[src/rtl/bcd_cnt_pkg.sv]
// Shared constants, trigger FSM state type and BCD helpers for the BCD up/down counter.
package bcd_cnt_pkg;

  localparam int unsigned BCD_W   = 4;
  localparam logic [3:0]  BCD_MAX = 4'd9;

  typedef enum logic {
    IDLE = 1'b0,
    HOLD = 1'b1
  } trig_state_e;

  // Non-decimal nibbles (A-F) saturate to 9 so the count always holds valid BCD.
  function automatic logic [BCD_W-1:0] bcd_clamp(input logic [BCD_W-1:0] d);
    return (d > BCD_MAX) ? BCD_MAX : d;
  endfunction

endpackage

[src/rtl/bcd_digit.sv]
// One BCD digit register with increment/decrement and carry/borrow ripple to the next digit.
module bcd_digit
  import bcd_cnt_pkg::*;
(
  input  logic             clk,
  input  logic             reset,
  input  logic             clear,
  input  logic             load,
  input  logic [BCD_W-1:0] load_digit,
  input  logic             carry_in,
  input  logic             borrow_in,
  output logic             carry_out,
  output logic             borrow_out,
  output logic [BCD_W-1:0] digit_d_o,
  output logic [BCD_W-1:0] digit_q_o
);

  logic [BCD_W-1:0] digit_q;
  logic [BCD_W-1:0] digit_d;

  assign carry_out  = carry_in  && (digit_q == BCD_MAX);
  assign borrow_out = borrow_in && (digit_q == '0);

  always_comb begin
    digit_d = digit_q;
    if (clear) begin
      digit_d = '0;
    end else if (load) begin
      digit_d = bcd_clamp(load_digit);
    end else if (carry_in) begin
      digit_d = (digit_q == BCD_MAX) ? '0 : digit_q + BCD_W'(1);
    end else if (borrow_in) begin
      digit_d = (digit_q == '0) ? BCD_MAX : digit_q - BCD_W'(1);
    end
  end

  always_ff @(posedge clk or posedge reset) begin
    if (reset) begin
      digit_q <= '0;
    end else begin
      digit_q <= digit_d;
    end
  end

  assign digit_d_o = digit_d;
  assign digit_q_o = digit_q;

endmodule

[src/rtl/bcd_updown_counter.sv]
// Multi-digit BCD up/down event counter with rate-limited display trigger.
// Optional pin debouncer enabled by defining CNT_DEBOUNCE_EN.
module bcd_updown_counter
  import bcd_cnt_pkg::*;
#(
  parameter int DIGITS          = 6,
  parameter int TRIG_HOLDOFF    = 32,
  parameter int DEBOUNCE_CYCLES = 16
) (
  input  logic                    clk,
  input  logic                    reset,
  input  logic                    cnt_pin,
  input  logic                    dir,
  input  logic                    enable,
  input  logic                    clear,
  input  logic                    load,
  input  logic [BCD_W*DIGITS-1:0] load_value,
  input  logic                    refresh,
  output logic [BCD_W*DIGITS-1:0] cnt_out,
  output logic                    trigger,
  output logic                    ovf,
  output logic                    unf
);

  localparam int CNT_W = BCD_W * DIGITS;
  localparam int HO_W  = $clog2(TRIG_HOLDOFF + 1);

  generate
    if (TRIG_HOLDOFF < 4 * DIGITS + 8 || DEBOUNCE_CYCLES < 1) begin : g_bad_param
      $error("bcd_updown_counter: TRIG_HOLDOFF or DEBOUNCE_CYCLES out of range");
    end
  endgenerate

  // Input path: 2-flop synchroniser, optional debounce, registered rising-edge strobe.
  logic sync1_q, sync2_q;
  logic lvl, lvl_prev_q, ev_q;

`ifdef CNT_DEBOUNCE_EN
  localparam int DEB_W = $clog2(DEBOUNCE_CYCLES + 1);
  logic             deb_q;
  logic [DEB_W-1:0] deb_cnt_q;

  always_ff @(posedge clk or posedge reset) begin
    if (reset) begin
      deb_q     <= 1'b0;
      deb_cnt_q <= '0;
    end else if (sync2_q == deb_q) begin
      deb_cnt_q <= '0;
    end else if (deb_cnt_q == DEB_W'(DEBOUNCE_CYCLES - 1)) begin
      deb_q     <= sync2_q;
      deb_cnt_q <= '0;
    end else begin
      deb_cnt_q <= deb_cnt_q + DEB_W'(1);
    end
  end

  assign lvl = deb_q;
`else
  assign lvl = sync2_q;
`endif

  always_ff @(posedge clk or posedge reset) begin
    if (reset) begin
      sync1_q    <= 1'b0;
      sync2_q    <= 1'b0;
      lvl_prev_q <= 1'b0;
      ev_q       <= 1'b0;
    end else begin
      sync1_q    <= cnt_pin;
      sync2_q    <= sync1_q;
      lvl_prev_q <= lvl;
      ev_q       <= lvl & ~lvl_prev_q;
    end
  end

  // Count datapath: clear/load outrank events, so carry/borrow only start without them.
  logic              up, dn;
  logic [DIGITS:0]   carry, borrow;
  logic [CNT_W-1:0]  cnt_d, cnt_q;

  assign up        = ev_q & enable & dir  & ~clear & ~load;
  assign dn        = ev_q & enable & ~dir & ~clear & ~load;
  assign carry[0]  = up;
  assign borrow[0] = dn;

  for (genvar g = 0; g < DIGITS; g++) begin : g_digit
    bcd_digit u_digit (
      .clk        (clk),
      .reset      (reset),
      .clear      (clear),
      .load       (load),
      .load_digit (load_value[g*BCD_W +: BCD_W]),
      .carry_in   (carry[g]),
      .borrow_in  (borrow[g]),
      .carry_out  (carry[g+1]),
      .borrow_out (borrow[g+1]),
      .digit_d_o  (cnt_d[g*BCD_W +: BCD_W]),
      .digit_q_o  (cnt_q[g*BCD_W +: BCD_W])
    );
  end

  assign cnt_out = cnt_q;

  // Trigger FSM: pending records "display is stale"; holdoff spaces triggers apart.
  trig_state_e     state_q, state_d;
  logic [HO_W-1:0] holdoff_q, holdoff_d;
  logic            pending_q, pending_d;
  logic            trigger_q, ovf_q, unf_q;
  logic            issue;

  always_comb begin
    state_d   = state_q;
    holdoff_d = holdoff_q;
    issue     = 1'b0;
    case (state_q)
      IDLE: begin
        if (pending_q && holdoff_q == '0) begin
          issue     = 1'b1;
          holdoff_d = HO_W'(TRIG_HOLDOFF - 1);
          state_d   = HOLD;
        end
      end
      HOLD: begin
        if (holdoff_q <= HO_W'(1)) begin
          holdoff_d = '0;
          state_d   = IDLE;
        end else begin
          holdoff_d = holdoff_q - HO_W'(1);
        end
      end
      default: state_d = IDLE;
    endcase

    pending_d = pending_q;
    if (issue) pending_d = 1'b0;
    if ((cnt_d != cnt_q) || refresh) pending_d = 1'b1;
  end

  always_ff @(posedge clk or posedge reset) begin
    if (reset) begin
      state_q   <= IDLE;
      holdoff_q <= '0;
      pending_q <= 1'b1;
      trigger_q <= 1'b0;
      ovf_q     <= 1'b0;
      unf_q     <= 1'b0;
    end else begin
      state_q   <= state_d;
      holdoff_q <= holdoff_d;
      pending_q <= pending_d;
      trigger_q <= issue;
      ovf_q     <= carry[DIGITS];
      unf_q     <= borrow[DIGITS];
    end
  end

  assign trigger = trigger_q;
  assign ovf     = ovf_q;
  assign unf     = unf_q;

endmodule
[config.mk]
export PLATFORM = sky130hd
export DESIGN_NAME = bcd_updown_counter
export DESIGN_NICKNAME = d
export VERILOG_FILES = /design/src/rtl/bcd_cnt_pkg.sv /design/src/rtl/bcd_digit.sv /design/src/rtl/bcd_updown_counter.sv
export SDC_FILE = /design/constraint.sdc
export NUM_CORES = 1
export LEC_CHECK = 0
export CAP_MARGIN = 15
export CORE_AREA = 3 3 114 116
export CTS_BUF_LIST = sky130_fd_sc_hd__clkbuf_8 sky130_fd_sc_hd__clkbuf_16
export DETAILED_ROUTE_END_ITERATION = 6
export DIE_AREA = 0 0 117 119
export PLACE_DENSITY = 0.64
export REMOVE_ABC_BUFFERS = 1
export SYNTH_ARGS = -nofsm -noshare
export SYNTH_HDL_FRONTEND = slang
export SYNTH_SLANG_ARGS = --single-unit
[constraint.sdc]
create_clock -name clk -period 3.19 [get_ports clk]
set_clock_uncertainty 0.1 [all_clocks]
set_input_delay 0.319 -clock clk [delete_from_list [all_inputs] [get_ports clk]]
set_output_delay 0.319 -clock clk [all_outputs]
set_load 0.01 [all_outputs]
==> results.json, run 1 <==
{
  "setup.worst_path.class": "flip-flop to flip-flop",
  "path_clk_slew_ns": 0.07,
  "required_ns": 3.30,
  "die_h_um": 119,
  "yosysSeqAreaShare_pct": 23.1,
  "sw_frac_of_total_pct": 34.9,
  "grt_pass1_wl_um": 23900,
  "wirelength_um": 15100,
  "power.share.clock_pct": 32.5,
  "peakVddDrop_mv": 0.217,
  "hold_class": "flip-flop to flip-flop",
  "initial_core_util_pct": 35.2,
  "final_common_cell": "clkdlybuf4s50_1",
  "die_area_sq_um": 13900,
  "async_flop_share_pct": 100,
  "status": "completed",
  "power_switching_uw": 634,
  "cp.arrival_ns": 3.03,
  "mostFrequentLayoutCells": "clkdlybuf4s50_1 (56), nor2_1 (48), a21oi_1 (39)",
  "cp-end-kind": "flip-flop",
  "synth_seq_cells": 39,
  "vias": 4651,
  "maxSlewViolCount": 0,
  "p_seq_share_pct": 35.2,
  "drtIter0Drc": 497,
  "fp-row-count": 40,
  "grt_max_degree": 40,
  "cts_buffers": 5,
  "max_slew_margin_pct": 53.9,
  "p_leak_nw": 2.08,
  "p_int_mw": 1.18,
  "htree_num_levels": 2,
  "hold_violations": 0,
  "via_per_inst": 6.17,
  "ioPinCount": 59,
  "area_delta_synth_final_pct": 23.1,
  "antennaDiodeCount": 0,
  "hpwl_um": 11400,
  "setup_viol": 0,
  "rsz0062_at_grt": "no",
  "drt_pass1_iterations": 5,
  "drtAntennaViolNets": 0,
  "port_buffers": 58,
  "root_buffer": "clkbuf_16",
  "netlist.area_leader.share_pct": 22.5,
  "n_fill_cell": 1188,
  "p_per_area_nw_per_um2": 349,
  "p_comb_share_pct": 32.3,
  "hold_slack_ns": 0.256,
  "drv_cap": 0,
  "critPathLaunchType": "flip-flop",
  "synth-edff-count": 0,
  "gp_congestion": 0.929,
  "period_share_pct": 91.5,
  "synthTopCellsByArea": "dfrtp_1 (22%), ha_1 (5.9%), a21oi_1 (4.6%)",
  "synth_area_sq_um": 4230,
  "die_w_um": 117,
  "yosys.cell_types.count": 86,
  "grt_use_total_pct": 21.6,
  "synth_largest_area_cell": "dfrtp_1",
  "worst_path_max_delay_cell": "dfrtp_1",
  "grt_overflow": 0,
  "synth_area_per_cell_sq_um": 7.77,
  "tightest_slew_ns": 0.686,
  "grt_pass1_vias": 4444,
  "crit_family": "simple AND/OR/NAND/NOR gates",
  "worstPathCellList": "inv_1 > ha_1 > buf_4 > nor3b_1 > and3_1 > a311o_1 > nand4b_1 > o211ai_1 > nor4_1 > and4b_1 > o211ai_2",
  "core_sq_um": 12000,
  "dpl_worst_slack_ns": 0.0862,
  "cts_buffer_depth": 2,
  "cts_setup_buffers": 0,
  "critPathMaxFanout": 7,
  "antenna_found_initial": 0,
  "drc": 0,
  "min_period_ns": 2.92,
  "fmax_mhz": 343,
  "post_synth_inst_count": 544,
  "worstSkewPairLatency_ns": 0.29,
  "fin_ws_ns": 0.271,
  "fin_setup_tns_ns": 0,
  "wl_per_cell_um": 20.0,
  "nNetsFinal": 658,
  "ys.flop_type": "dfrtp_1",
  "synth-warning-count": 0,
  "drive_gt1_share_pct": 10.9,
  "critPathMaxStageDelay_ns": 0.46,
  "cp_num_buf_inv": 2,
  "cts_sinks": 39,
  "cts_tree": "built"
}
==> kinds of logic (layout without fill, tap and decap cells) <==
group	after synthesis	in the layout	share of synthesized area, %
and+or+nand+nor	221	221	30.7
muxes	4	4	0.947
xor gates and xnor gates	9	9	1.86
DFF	39	39	23.1
adders and majority gates	20	20	5.92
buffers and inverters	71	134	7.93
AOI/OAI and AO/OA	180	180	29.5
==> power groups by stage <==
stage / sequential (mW) / clock (mW) / combinational [mW]
detailed placement: 0.646 / 0 / 0.579
finish: 0.640 / 0.591 / 0.586
floorplan: 0.638 / 0 / 0.326
global route: 0.654 / 0.631 / 0.648
global placement: 0.643 / 0 / 0.567
CTS: 0.638 / 0.603 / 0.581
==> synth_stat cells (6+ instances only) <==
library cell and n:
nor2_1 48, nand2_1 33, nor2b_1 12, nor3b_1 8, inv_1 35, ha_1 20
a21oi_1 39, xnor2_1 6, dfrtp_1 38, nand3b_1 6, buf_6 6, nand3_1 16
a31oi_1 17, a21o_1 6, o21ai_0 27, buf_2 10, o211ai_1 6, nor3_1 19
o22ai_1 6, clkbuf_1 14, or3_1 6, nor4_1 6, nand4_1 9, a211oi_1 15
nand2b_1 16
==> sequential cells by signal (all words and copies together), names as in the netlist <==
| name | flops |
|---|---|
| trigger | 1 |
| g_digit.u_digit.digit_q_o | 24 |
| holdoff_q | 6 |
| state_q | 1 |
| ovf | 1 |
| lvl | 1 |
| sync1_q | 1 |
| pending_q | 1 |
| lvl_prev_q | 1 |
| ev_q | 1 |
| unf | 1 |
==> worst reg2reg max path, delay by kind of cell, from the launching register on <==
kind | cells | cell delay [ns]
buffers and inverters | 2 | 0.25
AND/OR/NAND/NOR | 5 | 1.22
AO/OA/AOI/OAI | 3 | 0.61
flip-flops | 1 | 0.46
adder cells (fa/ha/maj) | 1 | 0.21
==> metal layers <==
metal	global-route usage, %	share of wire [%]	vias to the layer above
met5	0	0	-
met2	34.4	47	243
met1	30.3	44	2210
li1	-	-	2162
met4	5.38	2.4	0
met3	3.40	6.8	36
==> through the flow <==
step           cells  power [mW]  instance area (sq um)  utilization, %
2_1_floorplan    509       0.963                   4030               -
3_3_place_gp     746        1.21                   5040            41.9
3_5_place_dp     746        1.22                   5040            41.9
4_1_cts          754        1.82                   5200            43.3
5_1_grt          754        1.93                   5210            43.3
6_report         754        1.82                   5210            43.3
==> worst paths after layout <==
kind | startpoint | endpoint | slack, ns | depth (start not counted)
max in group asynchronous | reset | pending_q | 2.26 | 3
min in group asynchronous | reset | g_digit[3].u_digit.digit_q_o[3] | 0.37 | 3
worst min register to register | sync1_q | lvl | 0.26 | 0
worst max register to register | g_digit[0].u_digit.digit_q_o[0] | pending_q | 0.27 | 11
worst min-delay path | sync1_q | lvl | 0.26 | 0
worst max-delay path | g_digit[0].u_digit.digit_q_o[0] | pending_q | 0.27 | 11
==> repair_timing <==
item                                    CTS  global route
hold buffers                              0             0
gates resized for setup                   0             1
endpoints found under the setup margin    0             2
==> cell type report <==
cell class	count	area (sq um)	area share (%)
Multi-Input combinational cell	434	2920	56.0
Sequential cell	39	977	18.8
Timing Repair Buffer	90	823	15.8
Tap cell	147	184	3.53
Inverter	36	135	2.60
Clock buffer	5	125	2.40
Clock inverter	3	43.8	0.841
(Power assumes the default switching activity.)
==> inputs of run 2 (changes only) <==
--- a/config.mk
+++ b/config.mk
@@ -5,7 +5,6 @@
 export SDC_FILE = /design/constraint.sdc
 export NUM_CORES = 1
 export LEC_CHECK = 0
-export CAP_MARGIN = 15
 export CORE_AREA = 3 3 114 116
 export CTS_BUF_LIST = sky130_fd_sc_hd__clkbuf_8 sky130_fd_sc_hd__clkbuf_16
 export DETAILED_ROUTE_END_ITERATION = 6
==> results of run 2 <==
Same layout as run 1: the final DEF is identical, and so are final timing and power.
